**src/rtl/coherence_bus_arbiter.sv**
```systemverilog
// Round-robin arbiter/sequencer for the shared MSI snoop bus; fills from the snooping cache or memory.
// Latency: gnt +1, done +3 (upgrade/c2c) or +3+MEM_LAT; no backpressure, owner holds req until done and dropping it aborts.
module coherence_bus_arbiter #(
  parameter int ADDR_W  = 9,
  parameter int DATA_W  = 32,
  parameter int MEM_LAT = 2
) (
  input  logic              clk,
  input  logic              rst_n,
  input  logic [1:0]        req,
  input  logic [1:0]        op0,
  input  logic [1:0]        op1,
  input  logic [ADDR_W-1:0] addr0,
  input  logic [ADDR_W-1:0] addr1,
  input  logic              snoop_found,
  input  logic [DATA_W-1:0] snoop_data,
  input  logic [DATA_W-1:0] mem_rdata,
  output logic [1:0]        gnt,
  output logic [1:0]        bus_op,
  output logic [ADDR_W-1:0] bus_addr,
  output logic              mem_rd,
  output logic [ADDR_W-1:0] mem_addr,
  output logic [1:0]        done,
  output logic [DATA_W-1:0] fill_data,
  output logic              fill_src,
  output logic              busy
);

  typedef enum logic [2:0] {IDLE, GRANT, SNOOP, MEM, DONE} state_t;

  typedef struct packed {
    logic [1:0]        op;
    logic [ADDR_W-1:0] addr;
  } txn_t;

  localparam logic [1:0] OP_UPGR = 2'b11;

  state_t            state, state_nxt;
  txn_t              txn;
  logic              owner;
  logic              ptr;
  logic [3:0]        cnt;
  logic              pick;
  logic              abort;
  logic              is_upgr;
  logic              mem_last;
  logic [1:0]        sel_op;
  logic [ADDR_W-1:0] sel_addr;

  assign pick     = (req == 2'b11) ? ptr : req[1];
  assign sel_op   = pick ? op1 : op0;
  assign sel_addr = pick ? addr1 : addr0;
  assign abort    = ~req[owner];
  assign is_upgr  = (txn.op == OP_UPGR);
  assign mem_last = (cnt == 4'(MEM_LAT - 1));

  always_ff @(posedge clk or negedge rst_n) begin
    if (!rst_n) state <= IDLE;
    else        state <= state_nxt;
  end

  always_comb begin
    state_nxt = state;
    gnt       = 2'b00;
    bus_op    = 2'b00;
    bus_addr  = '0;
    mem_rd    = 1'b0;
    mem_addr  = '0;
    done      = 2'b00;
    busy      = (state != IDLE);
    case (state)
      IDLE:  if (req != 2'b00) state_nxt = GRANT;
      GRANT: state_nxt = abort ? IDLE : SNOOP;
      SNOOP: begin
        if (abort)                         state_nxt = IDLE;
        else if (is_upgr || snoop_found)   state_nxt = DONE;
        else                               state_nxt = MEM;
      end
      MEM: begin
        if (cnt == 4'd0) begin
          mem_rd   = 1'b1;
          mem_addr = txn.addr;
        end
        if (abort)         state_nxt = IDLE;
        else if (mem_last) state_nxt = DONE;
      end
      DONE: begin
        done[owner] = 1'b1;
        state_nxt   = IDLE;
      end
      default: state_nxt = IDLE;
    endcase
    if (state != IDLE) begin
      gnt[owner] = 1'b1;
      bus_op     = txn.op;
      bus_addr   = txn.addr;
    end
  end

  // Op 00 is latched as an upgrade so the bus never shows the idle code mid-transaction.
  always_ff @(posedge clk or negedge rst_n) begin
    if (!rst_n) begin
      owner     <= 1'b0;
      ptr       <= 1'b0;
      txn       <= '0;
      cnt       <= 4'd0;
      fill_data <= '0;
      fill_src  <= 1'b0;
    end else begin
      case (state)
        IDLE: begin
          if (req != 2'b00) begin
            owner    <= pick;
            txn.op   <= (sel_op == 2'b00) ? OP_UPGR : sel_op;
            txn.addr <= sel_addr;
          end
        end
        GRANT: if (abort) ptr <= ~owner;
        SNOOP: begin
          if (abort) begin
            ptr <= ~owner;
          end else if (is_upgr) begin
            fill_src <= 1'b0;
          end else if (snoop_found) begin
            fill_data <= snoop_data;
            fill_src  <= 1'b1;
          end
        end
        MEM: begin
          if (abort) begin
            ptr <= ~owner;
            cnt <= 4'd0;
          end else if (mem_last) begin
            fill_data <= mem_rdata;
            fill_src  <= 1'b0;
            cnt       <= 4'd0;
          end else begin
            cnt <= cnt + 4'd1;
          end
        end
        DONE: ptr <= ~owner;
        default: ;
      endcase
    end
  end

endmodule
```
**config.mk**
```make
export PLATFORM = sky130hd
export DESIGN_NAME = coherence_bus_arbiter
export DESIGN_NICKNAME = d
export VERILOG_FILES = /design/src/rtl/coherence_bus_arbiter.sv
export SDC_FILE = /design/constraint.sdc
export NUM_CORES = 1
export LEC_CHECK = 0
export CORE_ASPECT_RATIO = 0.5
export CORE_MARGIN = 5
export CORE_UTILIZATION = 35
export CTS_CLUSTER_DIAMETER = 150
export DETAILED_ROUTE_END_ITERATION = 16
export GPL_TIMING_DRIVEN = 1
export PLACE_DENSITY = 0.82
export SYNTH_ARGS = -nofsm -noshare
export SYNTH_HDL_FRONTEND = slang
export SYNTH_SLANG_ARGS = --single-unit
```
**constraint.sdc**
```tcl
create_clock -name clk -period 3.05 [get_ports clk]
set_clock_uncertainty 0.2 [all_clocks]
set_input_delay 0.305 -clock clk [delete_from_list [all_inputs] [get_ports clk]]
set_output_delay 0.305 -clock clk [all_outputs]
set_load 0.05 [all_outputs]
```
# Word level (Yosys, flattened, before mapping)
# Cells that the tools add are included.
dict set report classes {
  addsub 1
  multipliers 0
  div_mod_pow 0
  order_cmp 2
  eq_ne 16
  shifts 0
  mux 39
  bitwise_logic 1
  n_reduce_logical 15
}
# op n
set op_table {}
lappend op_table {{two-way mux 32 bit} 5}
lappend op_table {{case mux 32 bit (2 select lines)} 1}
lappend op_table {{two-way mux 9 bit} 4}
lappend op_table {{two-way mux 3 bit} 5}
lappend op_table {{!= test 2 bit, second input constant} 7}
lappend op_table {{two-way mux 1 bit} 12}
lappend op_table {{two-way mux 2 bit} 6}
lappend op_table {{case mux 3 bit (4 select lines)} 1}
lappend op_table {{two-way mux 4 bit} 2}
lappend op_table {{== test 3 x 2 -> 1 bit, second input constant} 2}
lappend op_table {{!= test 3 bit, second input constant} 2}
lappend op_table {{AND reduction 2 bit} 3}
lappend op_table {{AND reduction 6 bit} 1}
lappend op_table {{nonzero test 2 bit} 3}
lappend op_table {{AND reduction 5 bit} 1}
lappend op_table {{adder 4 x 1 -> 4 bit, second input constant} 1}
lappend op_table {{== test 2 bit, second input constant} 2}
lappend op_table {{== test 4 x 1 -> 1 bit, second input constant} 1}
lappend op_table {{zero test 4 bit} 1}
lappend op_table {{case mux 1 bit (2 select lines)} 2}
lappend op_table {{== test 3 x 1 -> 1 bit, second input constant} 1}
lappend op_table {{== test 3 bit, second input constant} 1}
lappend op_table {{zero test 3 bit} 1}
lappend op_table {{nonzero test 3 bit} 1}
lappend op_table {{8 further kinds} 8}
dict set report totals {
  regBits 53
  latch_bits 0
  mem_bits_rw 0
  mem_bits_ro 0
  inputBits 91
  word_cells 82
  mem_count 0
}

# Longest topological paths before layout
dict set report depth {
  ltp_word 5
  depth_mapped 6
}

# Worst setup path before layout
# No wires, ideal clock.
dict set report synth_timing {
  path_type {register to output}
  from {register state[2]}
  to {output mem_addr[0]}
  t_arrival_ns 2.374
  setup_slack_ns 0.171
  path_stages_with_launch 6
  n_path_buf 2
  cell_sequence {dfrtp_1 -> clkbuf_1 -> nand3b_1 -> clkbuf_1 -> nor2_1 -> and2_1}
}
dict set report synth_via {
  elab_chain_len 2
}
# item line
set synth_lines {}
lappend synth_lines {{from (decl)} 38} ;# state_t state, state_nxt;
lappend synth_lines {{from (signal assigned)} 59} ;# else state <= state_nxt;
lappend synth_lines {{== test 3 x 2 -> 1 bit} 71} ;# case (state)
lappend synth_lines {{two-way mux 9 bit} 71}
lappend synth_lines {{to (decl)} 22} ;# output logic [ADDR_W-1:0] mem_addr,
# Every way passes these cells.

# Worst setup path in the final report
dict set report layout_timing {
  from {register state[1]}
  to {output done[0]}
}
dict set report layout_via {
  elab_chain_len 2
}
# item line
set layout_lines {}
lappend layout_lines {{== test 3 bit} 71}
lappend layout_lines {{two-way mux 2 bit} 71}
lappend layout_lines {{to (decl)} 23} ;# output logic [1:0] done,
# Every way passes these cells.

==> reports/metrics.cfg <==
[outcome]
status = finished, final reports clean

[placed_design]
dpl_cell_area_mm2 = 0.00452
gp_congestion = 0.846
hpwl_mm = 5.79
port_buffers = 149

[routing]
drc_errors = 0
viasPerCell = 4.71
via_count = 2382
drt_pass1_iterations = 4
wl_per_cell_um = 14.7
wirelength_mm = 7.43
first_iter_violations = 70
drtAntennaViolNets = 0

[cts]
cts.clk_slew.worst_paths_ns = 0.07
cts.sinks = 53
post_cts_buffers = 0
cts_resized = 0
cts_buffers = 5
cts_tree = yes
postCtsHoldBufs = 1
cts.htree.levels = 2
insertion_delay_ns = 0.29
cts_root_buf = clkbuf_16
clock_path_buffers = 2

[global_routing]
grt_usage = 0.153
grt_pass1_wl_mm = 12.1
grt_antenna_before_repair = 0
grt_pass1_vias = 2427
grt_max_degree = 37
overflow = 0

[timing]
fmax_mhz = 388
rsz0062_at_grt = no
tightest_slew_ns = 0.837
fin_setup_tns_ns = 0
hold-worst-slack_ns = 0.291
final_hold_viol_count = 0
timing.final.crit_share = 0.844
setup_viol = 0
maxSlewViolCount = 0
finalCriticalPeriod_ns = 2.57
slew_headroom = 0.442

[floorplanning]
io_pins = 150
die_w_um = 136
die-area_mm2 = 0.00998
start_util = 0.354
dieHeight_um = 73.2
num_rows = 23
core_mm2 = 0.00789

[worst_hold_path]
min_path_type = flip-flop to flip-flop
hp-start = txn[8]

[synthesis]
ys_ff_latch = 53
synth_area_leaders = dfrtp_1 47%, mux2_2 26%, mux2i_1 3.9%
yosys_warnings = 0
synth.avg_cell_area_um2 = 11.6
synth.distinct_cells = 36
ys_seq_area_frac = 0.475
netlist_instances = 241
netlist.area_leader.share = 0.475
synth_area_mm2 = 0.00279
syn_nets = 332
synth_area_leader_cell = dfrtp_1

[finish]
diodes = 0
area_growth_pct = 68.2
fin_nets = 484
seqCellArea_mm2 = 0.00133
drive_gt1_frac = 0.246
fillers = 675
multiInputGateArea_mm2 = 0.00139
final_area_mm2 = 0.00470

[worst_setup_path]
crit_path_end_kind = output pin
startpoint_type = flip-flop
crit_start = state[1]
reg2reg_from = cnt[1]
worstPathRequired_ns = 2.54
crit_arrival_ns = 2.07
crit_type = flip-flop to output pin
cp_max_fo = 8

[power]
leakage_uw = 0.00193
peakVddDrop_mv = 0.460
p_per_area_mw_per_mm2 = 1060

[run]
max_cap_violations = 0

==> critical path, cell delays in order (launching register included) <==
cell	delay, ns
dfrtp_1	0.46
nor2_1	0.25
nand2_1	0.13
nor2_1	0.13
clkdlybuf4s50_1	0.82
==> kinds of logic after synthesis <==
family	synth area share
compound gates	0.0667
mux	0.301
flops	0.475
simple gates	0.126
buf+inv	0.0309
==> report_power, final <==
group	switching (uW)	leakage (uW)	internal (uW)	total [uW]
Clock	251	0.0000841	411	662
Combinational	1830	0.00120	1180	3020
Sequential	242	0.000644	1050	1290
Total	2330	0.00193	2640	4970
==> cell type report <==
class,instances,share of cell area
clock inverter,1,0.00639
timing repair buffer,159,0.354
clock buffer,7,0.0303
multi-input combinational,171,0.295
inverter,3,0.00240
sequential,53,0.282
tap,112,0.0298
==> layer usage <==
metal	share of wire	GRT usage
met4	0.010	0.0369
met3	0.066	0.0434
met2	0.52	0.281
met1	0.40	0.179
met5	0	0
==> path summary, 6_finish.rpt <==
kind,end,slack [ns],cells after the start
setup / recovery,done[0],0.48,4
hold / removal,txn[8],0.29,2
setup reg to reg,fill_data[9],0.77,5
hold reg to reg,txn[8],0.29,2
max in group asynchronous,fill_data[13],1.43,3
min in group asynchronous,txn[9],0.46,2
==> state kept, by name (all words and copies together) (netlist names) <==
signal and flops:
cnt 4, fill_data 32, fill_src 1, owner 1, ptr 1, state 3, txn 11
==> cells in the mapped netlist <==
cell type  number
buf_6           3
nor3b_1         1
a21oi_1         4
mux2_2         64
or3b_4          1
or2_2           1
clkbuf_1       11
mux2i_1        11
nand2_1        16
o21ai_1         1
nor2_1          7
a22oi_1         1
a31o_2          1
nand3b_1        1
nor4_1          1
o21ai_0        18
o31ai_1         1
nor3_4          1
nor2b_1        14
or3b_2          1
o31a_1          1
and2_1          9
nor4b_1         1
or4_1           1
mux2_1          1
a211oi_1        1
nand3_1         1
a31oi_1         1
o2111ai_1       1
o32ai_1         1
nand2b_1        1
and3_1          1
o21a_1          1
dfrtp_1        53
nor3_1          5
inv_1           3
==> metrics by stage <==
stage / std cells / util / worst slack [ns] / power [uW]
6_report: 506 / 0.596 / 0.476 / 4970
4_1_cts: 506 / 0.596 / 0.479 / 5030
3_5_place_dp: 497 / 0.573 / 0.537 / 4340
3_3_place_gp: 497 / 0.573 / 0.594 / 4290
2_1_floorplan: 241 / - / 0.171 / 3290
5_1_grt: 506 / 0.596 / 0.360 / 5250
==> layout by cell type, fill, tap and decap left out, types with 2 or more instances in the layout <==
| cell | instances |
|---|---|
| clkdlybuf4s50_1 | 138 |
| mux2_2 | 64 |
| dfrtp_1 | 53 |
| o21ai_0 | 17 |
| nand2_1 | 16 |
| nor2b_1 | 14 |
| mux2i_1 | 11 |
| buf_12 | 10 |
| and2_1 | 9 |
| buf_4 | 9 |
| nor2_1 | 7 |
| clkbuf_16 | 5 |
| a21oi_1 | 4 |
| nor3_1 | 4 |
| inv_1 | 3 |
| o21ai_1 | 2 |
Power figures use the tool's default switching activity.
